===== config.mk =====
export PLATFORM = sky130hd
export DESIGN_NAME = dmem_arbiter
export DESIGN_NICKNAME = d
export VERILOG_FILES = /design/src/rtl/dmem_arbiter.sv
export SDC_FILE = /design/constraint.sdc
export NUM_CORES = 1
export LEC_CHECK = 0
export ABC_AREA = 1
export CAP_MARGIN = 20
export CORE_UTILIZATION = 32
export DETAILED_ROUTE_END_ITERATION = 6
export GPL_ROUTABILITY_DRIVEN = 0
export GPL_TIMING_DRIVEN = 1
export HOLD_SLACK_MARGIN = 0.05
export PLACE_DENSITY = 0.81
export SYNTH_ARGS = -nofsm -noshare
export SYNTH_HDL_FRONTEND = slang
export SYNTH_SLANG_ARGS = --single-unit

===== constraint.sdc =====
create_clock -name clk -period 2 [get_ports clk]
set_input_delay 0.2 -clock clk [delete_from_list [all_inputs] [get_ports clk]]
set_output_delay 0.2 -clock clk [all_outputs]
set_load 0.05 [all_outputs]

===== src/rtl/dmem_arbiter.sv =====
`default_nettype none
// ============================================================================
//  Module      : dmem_arbiter
//  Description : Shares the single-ported data memory between the ASIP
//                load/store port (priority) and a DMA requester. A wait
//                counter bounds DMA starvation; a beat counter caps the
//                length of a DMA burst ownership.
//  Revision    : 1.0 - initial release
// ============================================================================
module dmem_arbiter #(
    parameter int WIDTH     = 17,
    parameter int MAX_WAIT  = 8,
    parameter int BURST_MAX = 4
) (
    input  logic             clk,
    input  logic             reset,
    // ASIP data port
    input  logic             cpu_req,
    input  logic             cpu_we,
    input  logic [WIDTH-1:0] cpu_adr,
    input  logic [WIDTH-1:0] cpu_wd,
    output logic [WIDTH-1:0] cpu_rd,
    output logic             cpu_stall,
    // DMA port
    input  logic             dma_req,
    input  logic             dma_we,
    input  logic [WIDTH-1:0] dma_adr,
    input  logic [WIDTH-1:0] dma_wd,
    input  logic             dma_last,
    output logic             dma_gnt,
    output logic [WIDTH-1:0] dma_rd,
    output logic             dma_rvalid,
    // Data memory
    output logic             mem_we,
    output logic [WIDTH-1:0] mem_adr,
    output logic [WIDTH-1:0] mem_wd,
    input  logic [WIDTH-1:0] mem_rd
);

    localparam int C_WAIT_W = $clog2(MAX_WAIT + 1);
    localparam int C_BEAT_W = $clog2(BURST_MAX + 1);
    localparam logic [C_WAIT_W-1:0] C_WAIT_MAX = C_WAIT_W'(MAX_WAIT);
    localparam logic [C_BEAT_W-1:0] C_BEAT_CAP = C_BEAT_W'(BURST_MAX);

    typedef enum logic [0:0] {
        CPU_OWN = 1'b0,
        DMA_OWN = 1'b1
    } owner_t;

    owner_t                owner_q,    owner_d;
    logic [C_WAIT_W-1:0]   wait_cnt_q, wait_cnt_d;
    logic [C_BEAT_W-1:0]   beat_cnt_q, beat_cnt_d;
    logic [WIDTH-1:0]      dma_rd_q,   dma_rd_d;
    logic                  dma_rvalid_q, dma_rvalid_d;

    owner_t                w_owner;
    logic                  w_wait_full;
    logic                  w_dma_win;
    logic                  w_cpu_win;
    logic [C_BEAT_W-1:0]   w_beat_next;

    // Arbitration and memory-port steering; reset forces the CPU-owned view
    always_comb begin
        w_owner     = reset ? CPU_OWN : owner_q;
        w_wait_full = !reset && (wait_cnt_q == C_WAIT_MAX);
        w_dma_win   = 1'b0;
        mem_we      = 1'b0;
        mem_adr     = '0;
        mem_wd      = '0;

        if (w_owner == DMA_OWN) begin
            w_dma_win = dma_req;
        end else begin
            w_dma_win = dma_req && (!cpu_req || w_wait_full);
        end
        w_cpu_win = cpu_req && !w_dma_win;

        if (w_dma_win) begin
            mem_we  = dma_we;
            mem_adr = dma_adr;
            mem_wd  = dma_wd;
        end else if (w_cpu_win) begin
            mem_we  = cpu_we;
            mem_adr = cpu_adr;
            mem_wd  = cpu_wd;
        end

        dma_gnt   = w_dma_win;
        cpu_stall = w_dma_win && cpu_req;
    end

    // Ownership, starvation and burst-length bookkeeping plus DMA read capture
    always_comb begin
        owner_d      = owner_q;
        wait_cnt_d   = wait_cnt_q;
        beat_cnt_d   = beat_cnt_q;
        dma_rd_d     = dma_rd_q;
        dma_rvalid_d = 1'b0;
        w_beat_next  = beat_cnt_q + C_BEAT_W'(1);

        if (w_dma_win) begin
            wait_cnt_d = '0;
            // A last beat coinciding with the cap is a single hand-back
            if (dma_last || (w_beat_next == C_BEAT_CAP)) begin
                owner_d    = CPU_OWN;
                beat_cnt_d = '0;
            end else begin
                owner_d    = DMA_OWN;
                beat_cnt_d = w_beat_next;
            end
            if (!dma_we) begin
                dma_rd_d     = mem_rd;
                dma_rvalid_d = 1'b1;
            end
        end else if (owner_q == DMA_OWN) begin
            // DMA dropped its request mid-burst: give the memory back
            owner_d    = CPU_OWN;
            beat_cnt_d = '0;
            wait_cnt_d = '0;
        end else begin
            beat_cnt_d = '0;
            if (dma_req && cpu_req) begin
                if (wait_cnt_q != C_WAIT_MAX) begin
                    wait_cnt_d = wait_cnt_q + C_WAIT_W'(1);
                end
            end else begin
                wait_cnt_d = '0;
            end
        end
    end

    // State registers with synchronous reset
    always_ff @(posedge clk) begin
        if (reset) begin
            owner_q      <= CPU_OWN;
            wait_cnt_q   <= '0;
            beat_cnt_q   <= '0;
            dma_rd_q     <= '0;
            dma_rvalid_q <= 1'b0;
        end else begin
            owner_q      <= owner_d;
            wait_cnt_q   <= wait_cnt_d;
            beat_cnt_q   <= beat_cnt_d;
            dma_rd_q     <= dma_rd_d;
            dma_rvalid_q <= dma_rvalid_d;
        end
    end

    assign cpu_rd     = mem_rd;
    assign dma_rd     = dma_rd_q;
    assign dma_rvalid = dma_rvalid_q;

endmodule
`default_nettype wire


==> results_dict.tcl <==
set metrics [dict create \
    p_leak_nw 1.98 \
    max_stage_delay_ps 360 \
    fill_cells 421 \
    pre_cts_slack_ps 92.3 \
    cp_cell_sequence "inv_1 > ha_2 > nand3_4 > nand2_4 > nand2_8 > clkinv_8 > clkbuf_16 > nand2_1 > nand2_1 > buf_12" \
    start_kind "flip-flop" \
    vias_per_cell 4.54 \
    timing.slew.headroom_pct 64.7 \
    yosys_register_bits 26 \
    final_common_cell "clkdlybuf4s50_1" \
    crit_path_end_kind "output pin" \
    ir_worst_vdd_mv 0.368 \
    fp.dieW_um 79.8 \
    grt_pass1_vias 2408 \
    drive_gt1_share_pct 22.3 \
    seq_area_frac_synth_pct 26.9 \
    clk_path_buf_depth 2 \
    cts_buffers 3 \
    ant_nets 0 \
    dp_hpwl_um 5500 \
    via_count 2507 \
    start_util_pct 34.1 \
    ctsHtreeMaxLevel 1 \
    synthCells 329 \
    grt_max_degree 35 \
    worst_slew_pin_slew_ps 528 \
    hold_buffers 0 \
    powerDensity_nw_per_um2 481 \
    drt_iter0_drc 92 \
    cap_viol_max_count 0 \
    arrival_ps 1750 \
    final_cell_mix "clkdlybuf4s50_1, nand2_1, inv_1" \
    setup_violations 0 \
    cp_max_fo 9 \
    cts_tree "done" \
    hold_class "flip-flop to flip-flop" \
    cts.reportedPaths.clkPinSlew_ps 80 \
    root_buffer "clkbuf_8" \
    yosysTopAreaCellShare_pct 26.9 \
    fin_crit_ps 1950 \
    syn_area_um2 1940 \
    placed_area_um2 3870 \
    routed_wl_um 7590 \
    die_y_um 79.8 \
    overflow 0 \
    cpMostUsedCell "nand2_1" \
    finalClockSkew_ps 1.79 \
    wl_per_cell_um 13.8 \
    crit_slowest_cell "dfxtp_4" \
    area_growth_syn_to_layout_pct 114 \
    yosysTopAreaCell "dfxtp_1" \
    report.final.slew_viol_count 0 \
    outcome "complete, no violations" \
    grt_pass1_wl_um 10700 \
    ios 164 \
    dieArea_um2 6370 \
    route.detailed.drc 0 \
    setup_ws_ps 51.2 \
    clk_latency_ps 260 \
    hold_viol 0 \
    row_count 27 \
    yosys_warnings 0 \
    antenna_found_initial 0 \
    fmax_ghz 0.513 \
    synth_cell_type_count 21 \
    drt_first_pass_iters 4 \
    design_area_um2 4150 \
    synth.net_count 425 \
    clkSinkCount 26 \
    synth_area_leaders "dfxtp_1, nand2_1, inv_1" \
    path_class "flip-flop to output pin" \
    antennaDiodeCount 0 \
    final_net_count 578 \
    finalCritPeriodShare_pct 97.4 \
    timing.critical_path.required_ps 1800 \
    port-buffer-count 163 \
    grt_use_total_pct 21.0 \
    syn_avg_cell_area_um2 5.89 \
    power_w 0.00200 \
    core_area_um2 5680 \
]
stage by stage:
stage	hold slack (ps)	TNS [ps]	std cells	utilization [%]
final	469	0	552	73.2
after global routing	492	-277	552	73.2
after CTS	470	0	545	69.6
after detailed placement	458	0	541	68.1
after global placement	449	0	541	68.1
after floorplan	272	0	329	-
synthesized netlist by cell type:
library cell	n
or2_2	1
nand2_2	2
nand3_4	1
nor2_2	1
nand4_1	18
inv_2	2
nor3_1	3
nand2_1	109
dfxtp_1	26
ha_1	4
nor2_1	25
buf_4	20
xor2_1	3
clkbuf_1	5
inv_1	60
buf_2	6
a21oi_4	1
clkinv_1	2
buf_6	2
nand3_1	37
o21ai_0	1
registers in the layout, summed over array words and instances, names as in the netlist:
register and flops:
owner_q 1, wait_cnt_q 4, beat_cnt_q 3, dma_rd 17, dma_rvalid 1
final cells by class:
type	count	area, um2	share of cell area (%)
inverter	64	253	6.09
timing repair buffer	181	2200	53.1
tap	72	90.1	2.17
clock buffer	3	41.3	0.994
sequential	26	526	12.7
multi-input combinational	206	1040	25.0
metal layers:
metal,part of all wire [%],vias to the layer above,track usage [%]
li1,-,1281,-
met1,37,1129,22.1
met2,56,89,41.3
met3,5.7,8,4.91
met4,1.4,0,5.36
met5,0,-,0
logic make-up (layout without fill, tap and decap cells):
logic type      count (synthesis)  count (layout)  synth area share (%)
buf+inv                        97             248                  23.8
flops                          26              26                  26.9
fa+ha+maj                       4               4                  2.58
simple gates                  197             197                  44.3
compound gates                  2               2                  1.10
xor+xnor                        3               3                  1.36
path summary, 6_finish.rpt:
kind | slack, ps | startpoint | depth (start not counted) | endpoint
setup / recovery | 50 | wait_cnt_q[0] | 10 | mem_adr[11]
hold / removal | 470 | beat_cnt_q[0] | 1 | beat_cnt_q[0]
setup reg to reg | 420 | wait_cnt_q[0] | 10 | dma_rd[1]
hold reg to reg | 470 | beat_cnt_q[0] | 1 | beat_cnt_q[0]
report_power, final:
group,switching [W],internal [W]
Clock,0.000151,0.000135
Sequential,0.0000107,0.000537
Combinational,0.000620,0.000545
worst max-delay path, delay by kind of cell (launching register included):
family / cells / cell delay, ps
buffers and inverters: 4 / 450
DFF: 1 / 360
adders and majority gates: 1 / 190
and+or+nand+nor: 5 / 480
timing repair:
item	CTS	global route
resized for setup	6	31
setup endpoints to repair	35	36
setup buffers	0	4
gates cloned	1	3
pin swaps	0	4
(Power assumes the default switching activity.)
